--- config.mk ---
export PLATFORM = sky130hd
export DESIGN_NAME = param_sequence_detector
export DESIGN_NICKNAME = d
export VERILOG_FILES = /design/src/rtl/seq_det_pkg.sv /design/src/rtl/seq_shift_window.sv /design/src/rtl/param_sequence_detector.sv
export SDC_FILE = /design/constraint.sdc
export NUM_CORES = 1
export LEC_CHECK = 0
export CAP_MARGIN = 40
export CORE_AREA = 4 4 52 63
export CTS_BUF_LIST = sky130_fd_sc_hd__clkbuf_8
export DETAILED_ROUTE_END_ITERATION = 8
export DIE_AREA = 0 0 56 67
export PLACE_DENSITY_LB_ADDON = 0.1
export RECOVER_POWER = 50
export SLEW_MARGIN = 20
export SYNTH_ARGS = -nofsm -noshare
export SYNTH_HDL_FRONTEND = slang
export SYNTH_SLANG_ARGS = --single-unit
--- constraint.sdc ---
create_clock -name clk -period 2.3 [get_ports clk]
set_input_delay 0.69 -clock clk [delete_from_list [all_inputs] [get_ports clk]]
set_output_delay 0.69 -clock clk [all_outputs]
set_load 0.02 [all_outputs]
--- src/rtl/seq_det_pkg.sv ---
// Shared types and helpers for param_sequence_detector.
package seq_det_pkg;

  typedef enum logic {
    ST_FILL  = 1'b0,
    ST_ARMED = 1'b1
  } state_t;

  localparam int PAT_W_MAX = 32;

  // Width needed to count 0..pat_w valid bits.
  function automatic int fill_w(input int pat_w);
    return $clog2(pat_w + 1);
  endfunction

endpackage

--- src/rtl/seq_shift_window.sv ---
// PAT_W-bit serial history plus saturating fill counter.
// hist is the look-ahead window: the stored bits with din appended, i.e. the
// history as it will read after a shift this cycle. Only PAT_W-1 bits need
// storing for that. last=1 means a shift now completes (or keeps) a full window.
module seq_shift_window
  import seq_det_pkg::*;
#(
  parameter int PAT_W = 4
) (
  input  logic             clk,
  input  logic             reset,
  input  logic             shift,
  input  logic             din,
  input  logic             flush,
  output logic [PAT_W-1:0] hist,
  output logic             full,
  output logic             last
);

  localparam int FW = fill_w(PAT_W);
  localparam logic [FW-1:0] FILL_MAX = FW'(PAT_W);
  localparam logic [FW-1:0] FILL_LAST = FW'(PAT_W - 1);

  logic [PAT_W-2:0] hist_q;
  logic [FW-1:0]    fill;

  assign hist = {hist_q, din};
  assign full = (fill == FILL_MAX);
  assign last = (fill >= FILL_LAST);

  // History shift and saturating fill count; flush beats shift.
  always_ff @(posedge clk) begin
    if (!reset) begin
      hist_q <= '0;
      fill   <= '0;
    end else if (flush) begin
      hist_q <= '0;
      fill   <= '0;
    end else if (shift) begin
      hist_q <= hist[PAT_W-2:0];
      if (fill != FILL_MAX) fill <= fill + FW'(1);
    end
  end

endmodule

--- src/rtl/param_sequence_detector.sv ---
// Runtime-loadable serial pattern detector with overlap / non-overlap modes
// and a saturating match counter.
// Optional feature macro: SEQ_DET_MASK_EN adds mask_in (per-bit compare enable).
module param_sequence_detector
  import seq_det_pkg::*;
#(
  parameter int PAT_W = 4,
  parameter int CNT_W = 8
) (
  input  logic             clk,
  input  logic             reset,
  input  logic             pat_load,
  input  logic [PAT_W-1:0] pat_in,
`ifdef SEQ_DET_MASK_EN
  input  logic [PAT_W-1:0] mask_in,
`endif
  input  logic             overlap_en,
  input  logic             cnt_clr,
  input  logic             x_valid,
  input  logic             x,
  output logic             y,
  output logic [CNT_W-1:0] match_cnt,
  output logic             cnt_sat
);

  logic [PAT_W-1:0] pat_q;
  logic [PAT_W-1:0] next_hist;
  logic             win_full;
  logic             win_last;
  logic             shift;
  logic             match;
  logic             flush;
  state_t           state_q, state_d;

`ifdef SEQ_DET_MASK_EN
  logic [PAT_W-1:0] mask_q;

  // Pattern and mask registers, loaded together.
  always_ff @(posedge clk) begin
    if (!reset) begin
      pat_q  <= '0;
      mask_q <= '1;
    end else if (pat_load) begin
      pat_q  <= pat_in;
      mask_q <= mask_in;
    end
  end
`else
  localparam logic [PAT_W-1:0] mask_q = '1;

  // Pattern register.
  always_ff @(posedge clk) begin
    if (!reset)        pat_q <= '0;
    else if (pat_load) pat_q <= pat_in;
  end
`endif

  // A load discards any bit arriving in the same cycle.
  assign shift = x_valid && !pat_load;
  assign match = shift && win_last && (((next_hist ^ pat_q) & mask_q) == '0);
  assign flush = pat_load || (match && !overlap_en);

  seq_shift_window #(.PAT_W(PAT_W)) u_win (
    .clk   (clk),
    .reset (reset),
    .shift (shift),
    .din   (x),
    .flush (flush),
    .hist  (next_hist),
    .full  (win_full),
    .last  (win_last)
  );

  // FSM state register.
  always_ff @(posedge clk) begin
    if (!reset) state_q <= ST_FILL;
    else        state_q <= state_d;
  end

  // Next state: armed once the window is full, back to fill on any flush.
  always_comb begin
    state_d = state_q;
    case (state_q)
      ST_FILL:  if (!flush && shift && win_last) state_d = ST_ARMED;
      ST_ARMED: if (flush || !win_full)          state_d = ST_FILL;
      default:                                   state_d = ST_FILL;
    endcase
  end

  // Registered match pulse and saturating counter; clear beats increment.
  always_ff @(posedge clk) begin
    if (!reset) begin
      y         <= 1'b0;
      match_cnt <= '0;
      cnt_sat   <= 1'b0;
    end else begin
      y <= match;
      if (cnt_clr) begin
        match_cnt <= '0;
        cnt_sat   <= 1'b0;
      end else if (match) begin
        if (match_cnt != '1) match_cnt <= match_cnt + CNT_W'(1);
        if (match_cnt >= CNT_W'({CNT_W{1'b1}} - 1'b1)) cnt_sat <= 1'b1;
      end
    end
  end

endmodule

==> flow_summary.toml <==
[outcome]
status = "finished clean"

[grt]
grt_max_degree = 12
grt_pass1_wl_mm = 3.884
grtUsageTotal_pct = 13.29
grt_pass1_vias = 910
grt_overflow = 0
antenna_found_initial = 0

[final_layout]
postLayoutCoreUtil_pct = 49.31
multi_input_area_um2 = 578.1
antenna_cells = 0
nFillCells = 281
area_delta_synth_final_pct = 31.99
fin_area_um2 = 1348
register_area_um2 = 400.4
drive_gt1_share_pct = 6.944
fin_nets = 161

[timing]
tightest_slew_ns = 0.3711
finClkSkew_ns = 0.004833
rsz0062_at_grt = "no"
setup_viol = 0
hold_slack_ns = 0.4806
slew_headroom_pct = 75.15
drv_slew = 0
fmax_mhz = 468.5
fin_crit_sh_pct = 92.79
hold_viol_final = 0
post-route-min-period_ns = 2.134

[setup_path]
cp.required_ns = 2.49
crit_type = "input pin to flip-flop"
cp_slowest_stage_delay_ns = 0.58
cp_data_arrival_time_ns = 2.33
path_cells = "clkdlybuf4s50_1 > xnor2_1 > nand4_1 > or4_1 > a21oi_1"
crit_slowest_cell = "or4_1"
r2r-start = "u_win.fill[0]"
critPathTopFamily = "simple AND/OR/NAND/NOR gates"
start_kind = "input pin"
crit_buf_inv = 1
critPathMaxFanout = 8
end_kind = "flip-flop"
cp-startpoint = "x"

[synthesis]
synth_edf_count = 0
synth_top_area_share_pct = 39.22
netlist_top_cells_area = "dfxtp_1, ha_1, mux2i_1"
postSynth.asyncResetShare_pct = 0
seq_area_frac_synth_pct = 39.22
yosys_warnings = 0
synth_top_cell_by_area = "dfxtp_1"
synthFlopType = "dfxtp_1"
synth_common_cells = "dfxtp_1, nand2_1, a21oi_1"
syn_area_um2 = 1021
yosysMostFrequentCell = "dfxtp_1"
syn_avg_cell_area_um2 = 8.878
ys_ff_latch = 20
syn-num-nets = 131
yosysUniqueCellTypes = 33
syn_inst = 115

[drt]
first_pass_iters = 4
remaining_drc_errors = 0
drt_iter0_drc = 25
avgRoutedWirePerCell_um = 12.83
drtAntennaViolNets = 0
vias_per_cell = 5.309
wirelength_mm = 2.283
vias = 945

[floorplanning]
row_count = 21
start_util_pct = 37.36
num_io_pins = 21
fp.dieW_um = 56
coreArea_um2 = 2733
die_y_um = 67
die_area_um2 = 3752

[place]
portBuffers = 20
dp_hpwl_mm = 1.744
place_area_um2 = 1304
place.gp.congestion = 0.8066

[clock_tree]
ctsResizeCount = 0
cts_setup_buffers = 0
tritoncts = "built"
worstSkewPairLatency_ns = 0.26
numCtsBuffers = 3
htree_levels = 1
cts.sinks = 20
holdBufCountCts = 0
cts_buffer_depth = 2
cts.clk_slew.worst_paths_ns = 0.07
root_buffer = "clkbuf_8"

[pwr]
vdd_drop_max_uv = 338.0
p_leak_nw = 0.4794
power_uw = 693.1
power_density_nw_per_um2 = 514.3

[hold_path]
min_from = "u_win.hist_q[2]"
hold_path.class = "flip-flop to flip-flop"

[flow_run]
maxCapViolCount = 0
-- per-stage QoR --
step	setup TNS, ns	worst slack, ns	std cells
CTS	0	0.1571	178
global route	0	0.02393	178
global placement	-0.2068	-0.06992	174
detailed placement	-0.4208	-0.1261	174
finish	0	0.1657	178
floorplan	0	0.4107	115
-- logic make-up after synthesis --
| kind of cell | Yosys count | synth area share, % |
|---|---|---|
| simple gates | 43 | 23.28 |
| mux | 5 | 4.902 |
| xor+xnor | 5 | 4.289 |
| flops | 20 | 39.22 |
| fa+ha+maj | 5 | 6.127 |
| compound gates | 28 | 18.02 |
| buf+inv | 9 | 4.166 |
-- worst reg2reg max path, cell delays in order, from the launching register on --
cell and delay, ns:
dfxtp_1 0.40, ha_1 0.17, ha_1 0.13, a211o_1 0.13, o211ai_1 0.18, or4_1 0.51
a21oi_1 0.16
-- final timing paths --
path | endpoint | slack, ns | depth (start not counted)
min | u_win.hist_q[2] | 0.48 | 2
max reg2reg | match_cnt[3] | 0.55 | 6
max | match_cnt[3] | 0.17 | 5
min reg2reg | u_win.hist_q[2] | 0.48 | 2
-- where the power goes --
part | leakage, nW | internal (mW) | switching, mW | total (mW)
combinational | 0.289 | 0.0365 | 0.0270 | 0.0636
sequential | 0.162 | 0.351 | 0.00449 | 0.356
clock | 0.0288 | 0.152 | 0.121 | 0.274
total | 0.479 | 0.540 | 0.153 | 0.693
-- cell usage in the layout (no fill, tap or decap), types with 2 or more instances in the layout --
master	netlist	layout
dfxtp_1	20	20
clkdlybuf4s50_1	0	14
nand2_1	10	10
a21oi_1	8	8
inv_1	6	6
nor2b_1	6	6
nor2_1	6	6
dlygate4sd3_1	0	6
xnor2_1	5	5
mux2i_1	5	5
ha_1	5	5
buf_4	0	5
o21ai_0	4	4
clkbuf_8	0	4
nand2b_1	3	3
nand3_1	3	3
a31oi_1	3	3
clkbuf_1	0	3
and4_1	2	2
nand4_1	2	2
o311ai_0	2	2
o41ai_1	2	2
o211ai_1	2	2
or3_1	2	2
and3_1	2	2
a211oi_1	2	2
nor3_1	2	2
o31ai_1	2	2
or4_1	2	2
-- per-layer routing --
| layer | wire length [um] | track usage (%) | vias up |
|---|---|---|---|
| met1 | 950 | 14.05 | 437 |
| met2 | 1176 | 24.56 | 23 |
| met3 | 116 | 2.132 | 4 |
| li1 | - | - | 481 |
| met5 | 0 | 0 | - |
| met4 | 39 | 8.012 | 0 |
-- registers in the layout (all words and copies together), names as in the netlist --
name / count
y: 1
u_win.fill: 3
cnt_sat: 1
pat_q: 4
u_win.hist_q: 3
match_cnt: 8
-- area by class of cell --
class / instances / share of cell area, %
sequential: 20 / 29.71
inverter: 6 / 1.671
timing repair buffer: 28 / 18.48
tap: 34 / 3.157
clock buffer: 4 / 4.085
multi-input combinational: 86 / 42.90
No activity file was read; power rests on OpenSTA's default activity.
==> RTL edit 1 (same flow settings) <==
The output `y` loses its register stage (`y` becomes a continuous assignment).
--- a/src/rtl/param_sequence_detector.sv
+++ b/src/rtl/param_sequence_detector.sv
@@ -90,11 +90,9 @@
   // Registered match pulse and saturating counter; clear beats increment.
   always_ff @(posedge clk) begin
     if (!reset) begin
-      y         <= 1'b0;
       match_cnt <= '0;
       cnt_sat   <= 1'b0;
     end else begin
-      y <= match;
       if (cnt_clr) begin
         match_cnt <= '0;
         cnt_sat   <= 1'b0;
@@ -105,5 +103,7 @@
     end
   end
 
+  assign y = match;
+
 endmodule
 
Behaviour: not the same (Yosys sat finds a counterexample within 4 cycles, from zero or initial values and one cycle with reset low).
==> RTL edit 1 against the unedited design <==
The run now ends with negative setup slack left. Die area unchanged. Total power decreased by 9.8%. Global-route usage decreased by 1.1 points. Final area increased by 0.37%. Clock skew decreased by 0.0022 ns. Worst hold slack improved by 0.0088 ns. Sequential power decreased by 5%. Wire length decreased by 9.6%. Critical path depth increased by 1. Worst setup slack got worse by 0.36 ns. Core utilization increased by 0.18 points. Count of clock-buffer cells in the layout decreased by 1. Sequential cell count decreased by 1. Area after synthesis increased by 0.25%. Largest cell class unchanged.
==> RTL edit 1: results (changes against the unedited design) <==
Outcome
  – Failing checks: negative setup slack
  – Outcome: complete, but fails checks (was completed)

Final layout
  – Layout cells sized above 1: 20.9% (was 6.94%)
  – Layout Nets: 156 (was 161)

Synth
  – Top cells by count, synth: dfxtp_1 (19), nor2_1 (17), mux2i_1 (10) (was dfxtp_1 (20), nand2_1 (10), a21oi_1 (8))
  – Adder-cell share of the synthesized area: 6.11% (was 6.13%)
  – Seq/Total Area, Yosys: 37.2% (was 39.2%)
  – Synth Area in XOR/XNOR: 4.28% (was 4.29%)
  – Synth Area in Compound Gates: 11.1% (was 18.0%)
  – Mux share of post-synthesis cell area: 9.78% (was 4.90%)

Global route
  – Global Route Usage Sum: 12.2% (was 13.3%)
  – Met1 usage: 12.9% (was 14.1%)
  – Global-route wire length before repair: 3530 µm (was 3880 µm)
  – M3 GR Usage: 2.71% (was 2.13%)
  – GR Layer Usage met2: 21.9% (was 24.6%)

STA
  – TNS Setup: -0.191 ns (was 0 ns)
  – Final setup vio count: 1 (was 0)
  – Min setup slack post-route: -0.191 ns (was 0.166 ns)

Detailed routing
  – Iter 0 DRT Violations: 13 (was 25)
  – Wire per inst: 11.9 µm (was 12.8 µm)

Placement
  – Routability cong.: 0.744 (was 0.807)
  – DPL Wire Length: 1630 µm (was 1740 µm)
  – DP Area: 1270 µm² (was 1300 µm²)

Power and ir drop
  – Clock group: 229 µW (was 274 µW)
  – Psw: 138 µW (was 153 µW)

Worst setup path
  – WP data arrival: 1.80 ns (was 2.33 ns)
RTL edit 1: changes by cell type after synthesis, moves of 3 or more:
cell | before | now
clkbuf_1 | 0 | 3
nor2_1 | 6 | 17
nor2b_1 | 6 | 1
a21oi_1 | 8 | 2
o21ai_0 | 4 | 1
mux2i_1 | 5 | 10
RTL edit 1: cell type report:
class | instances | area share [%]
Inverter | 6 | 2.04
Tap cell | 34 | 3.15
Timing Repair Buffer | 29 | 19.8
Multi-Input combinational cell | 81 | 43.4
Clock buffer | 3 | 3.05
Clock inverter | 1 | 0.278
Sequential cell | 19 | 28.3
RTL edit 1: worst paths after layout:
path                                     end           from  slack [ns]  cells past startpoint
worst max register to register  match_cnt[4]  u_win.fill[0]        0.26                      8
worst max-delay path                       y       pat_load       -0.19                      6
worst min-delay path                 cnt_sat        cnt_sat        0.49                      2
worst min register to register       cnt_sat        cnt_sat        0.49                      2
RTL edit 1: metrics by stage:
| stage | instances | power, µW | util, % | worst slack (ns) |
|---|---|---|---|---|
| detailed placement | 168 | 404 | 46.6 | -0.970 |
| global route | 173 | 654 | 49.5 | -0.221 |
| finish | 173 | 625 | 49.5 | -0.191 |
| floorplan | 112 | 378 | - | -0.292 |
| CTS | 172 | 633 | 48.4 | -0.268 |
| global placement | 168 | 403 | 46.6 | -0.982 |
RTL edit 1: per-layer routing:
metal  vias up  wire (µm)
met4         0         46
met3         5         91
met1       411        859
met5         -          0
met2        18       1070
li1        445          -
RTL edit 1: logic make-up after synthesis:
logic type / after synthesis
buffers and inverters: 12
adder cells (fa/ha/maj): 5
multiplexers: 10
XOR/XNOR: 5
AND/OR/NAND/NOR: 46
AO/OA/AOI/OAI: 15
flip-flops: 19
RTL edit 1: critical path: cells and delay by family:
kind                   cells  cell delay [ns]
and+or+nand+nor            3             0.87
buffers and inverters      3             0.24
==> RTL edit 2 (config.mk and constraints unchanged) <==
Made on the original files. `CNT_W`: 8 -> 12.
--- a/src/rtl/param_sequence_detector.sv
+++ b/src/rtl/param_sequence_detector.sv
@@ -5,7 +5,7 @@
   import seq_det_pkg::*;
 #(
   parameter int PAT_W = 4,
-  parameter int CNT_W = 8
+  parameter int CNT_W = 12
 ) (
   input  logic             clk,
   input  logic             reset,
Ports: changed (resized match_cnt); port bits go from 21 to 25. No check against the original RTL was run, so the function may have changed too.
==> RTL edit 2 against the unedited design <==
Area after synthesis rose by 15%. Register-to-register slack got worse by 0.30 ns. Wire length rose by 17%. Total power is 12% higher. Clock skew fell by 0.0012 ns. Combinational power is 3% lower. Sequential cell count up 4. Die area is the same. Final area is 17% higher. Highest routed layer unchanged. Global-route usage increased by 2.9 points. Largest cell class unchanged. Critical path type unchanged. Worst hold slack worse by 0.014 ns. Worst setup slack got worse by 0.012 ns. Core utilization is 8.6 points higher.
==> RTL edit 2: results (changes against the unedited design) <==
Outcome
  – Outcome: completed (unchanged)

Worst setup path
  – Worst-path fanout max: 10 (was 8)
  – CP max stage cell: clkdlybuf4s50_1 (was or4_1)
  – Max stage delay on crit path: 0.52 ns (was 0.58 ns)

Clock tree
  – Clock Path Buffers: 2 (unchanged)
  – Clk Latency, worst-skew pair: 0.27 ns
  – Clock transition at the registers of the reported paths: 0.09 ns (was 0.07 ns)
  – Post_cts resized: 0 (unchanged)
  – TritonCTS Buffers: 3 (unchanged)
  – CTS Root Cell: clkbuf_8 (unchanged)
  – H-Tree Depth: 1 (unchanged)
  – Post-CTS setup buffer count: 0 (unchanged)

Synth
  – Post-synthesis net count: 147 (was 131)
  – Top cells by count, synth: dfxtp_1 (24), nand2_1 (13), a21oi_1 (11) (was dfxtp_1 (20), nand2_1 (10), a21oi_1 (8))
  – Seq/Total Area, Yosys: 40.8% (was 39.2%)
  – Netlist cell types: 32 (was 33)
  – Ys Warns: 0 (unchanged)
  – Dominant cells by area after synthesis: dfxtp_1 (41%), ha_1 (5.3%), a21oi_1 (4.7%), mux2i_1 (4.2%), nand2_1 (4.1%) (was dfxtp_1 (39%), ha_1 (6.1%), mux2i_1 (4.9%), xnor2_1 (4.3%), a21oi_1 (3.9%))
  – Post-synth ARST share: 0% (unchanged)

Global route
  – Largest net degree at the start of global routing: 14 (was 12)
  – Initial antenna violation count: 0 (unchanged)
  – Global-route wire length before repair: 4860 µm (was 3880 µm)
  – Global Route Usage Sum: 16.2% (was 13.3%)

Power and ir drop
  – Peak VDD IR: 398 µV (was 338 µV)
  – P_leak: 0.000619 µW (was 0.000479 µW)

Placement
  – I/O Buffers: 24 (was 20)
  – Routability cong.: 0.759 (was 0.807)
  – DPL Wire Length: 2080 µm (was 1740 µm)

Final layout
  – Layout Nets: 184 (was 161)
  – Layout cells sized above 1: 10.2% (was 6.94%)
  – Largest registers: match_cnt: 12 flops, pat_q: 4 flops (was match_cnt: 8 flops, pat_q: 4 flops)
  – Diodes inserted: 0 (unchanged)
  – Layout fillers: 268 (was 281)

Detailed routing
  – Iter 0 DRT Violations: 32 (was 25)
  – Routed vias: 1,061 (was 945)
  – Drt first pass iters: 3 (was 4)
  – Routed Wire Length: 2670 µm (was 2280 µm)

STA
  – Clk_skew: 0.00359 ns (was 0.00483 ns)
  – Worst-Margin Slew: 0.427 ns (was 0.371 ns)

Hold path
  – Worst hold path type: reg2reg (unchanged)
[RTL edit 2: layout make-up]
class                      instances  share of cell area [%]
multi-input combinational         99                    42.1
sequential                        24                    30.4
timing repair buffer              35                    20.2
clock buffer                       4                    3.48
tap                               34                    2.69
inverter                           5                    1.19
[RTL edit 2: kinds of logic after synthesis]
| family | count (synthesis) | share of synthesized area, % |
|---|---|---|
| XOR/XNOR | 6 | 4.46 |
| buffers and inverters | 8 | 2.65 |
| multiplexers | 5 | 4.25 |
| flip-flops | 24 | 40.8 |
| AO/OA/AOI/OAI | 29 | 14.6 |
| adder cells (fa/ha/maj) | 5 | 5.31 |
| AND/OR/NAND/NOR | 54 | 27.9 |
[RTL edit 2: metrics by stage]
step                std cells  setup slack (ns)  area [µm²]  setup TNS [ns]  utilization, %
finish                    201             0.154        1580               0            57.9
CTS                       201             0.150        1590               0            58.1
detailed placement        197            -0.129        1530           -1.02            56.0
floorplan                 131             0.164        1180               0               -
global route              201            0.0219        1580               0            57.9
global placement          197           -0.0873        1530          -0.686            56.0
[RTL edit 2: metal layers]
metal | share of wire, % | vias up | wire, µm | GRT usage [%]
li1 | - | 544 | - | -
met1 | 41 | 497 | 1090 | 16.9
met2 | 54 | 15 | 1440 | 31.3
met3 | 3.5 | 5 | 93 | 3.68
met4 | 1.5 | 0 | 41 | 6.23
met5 | 0 | - | 0 | 0
[RTL edit 2: worst paths after layout]
path	slack (ns)	to	cells after the start	startpoint
worst min register to register	0.47	cnt_sat	1	cnt_sat
worst max register to register	0.25	match_cnt[3]	8	u_win.fill[0]
worst max-delay path	0.15	match_cnt[3]	7	x_valid
worst min-delay path	0.47	cnt_sat	1	cnt_sat
[RTL edit 2: report_power, final]
group	total (µW)	internal, µW	switching, µW
Sequential	425	420	4.51
Clock	288	153	135
Combinational	61.9	33.9	28.0
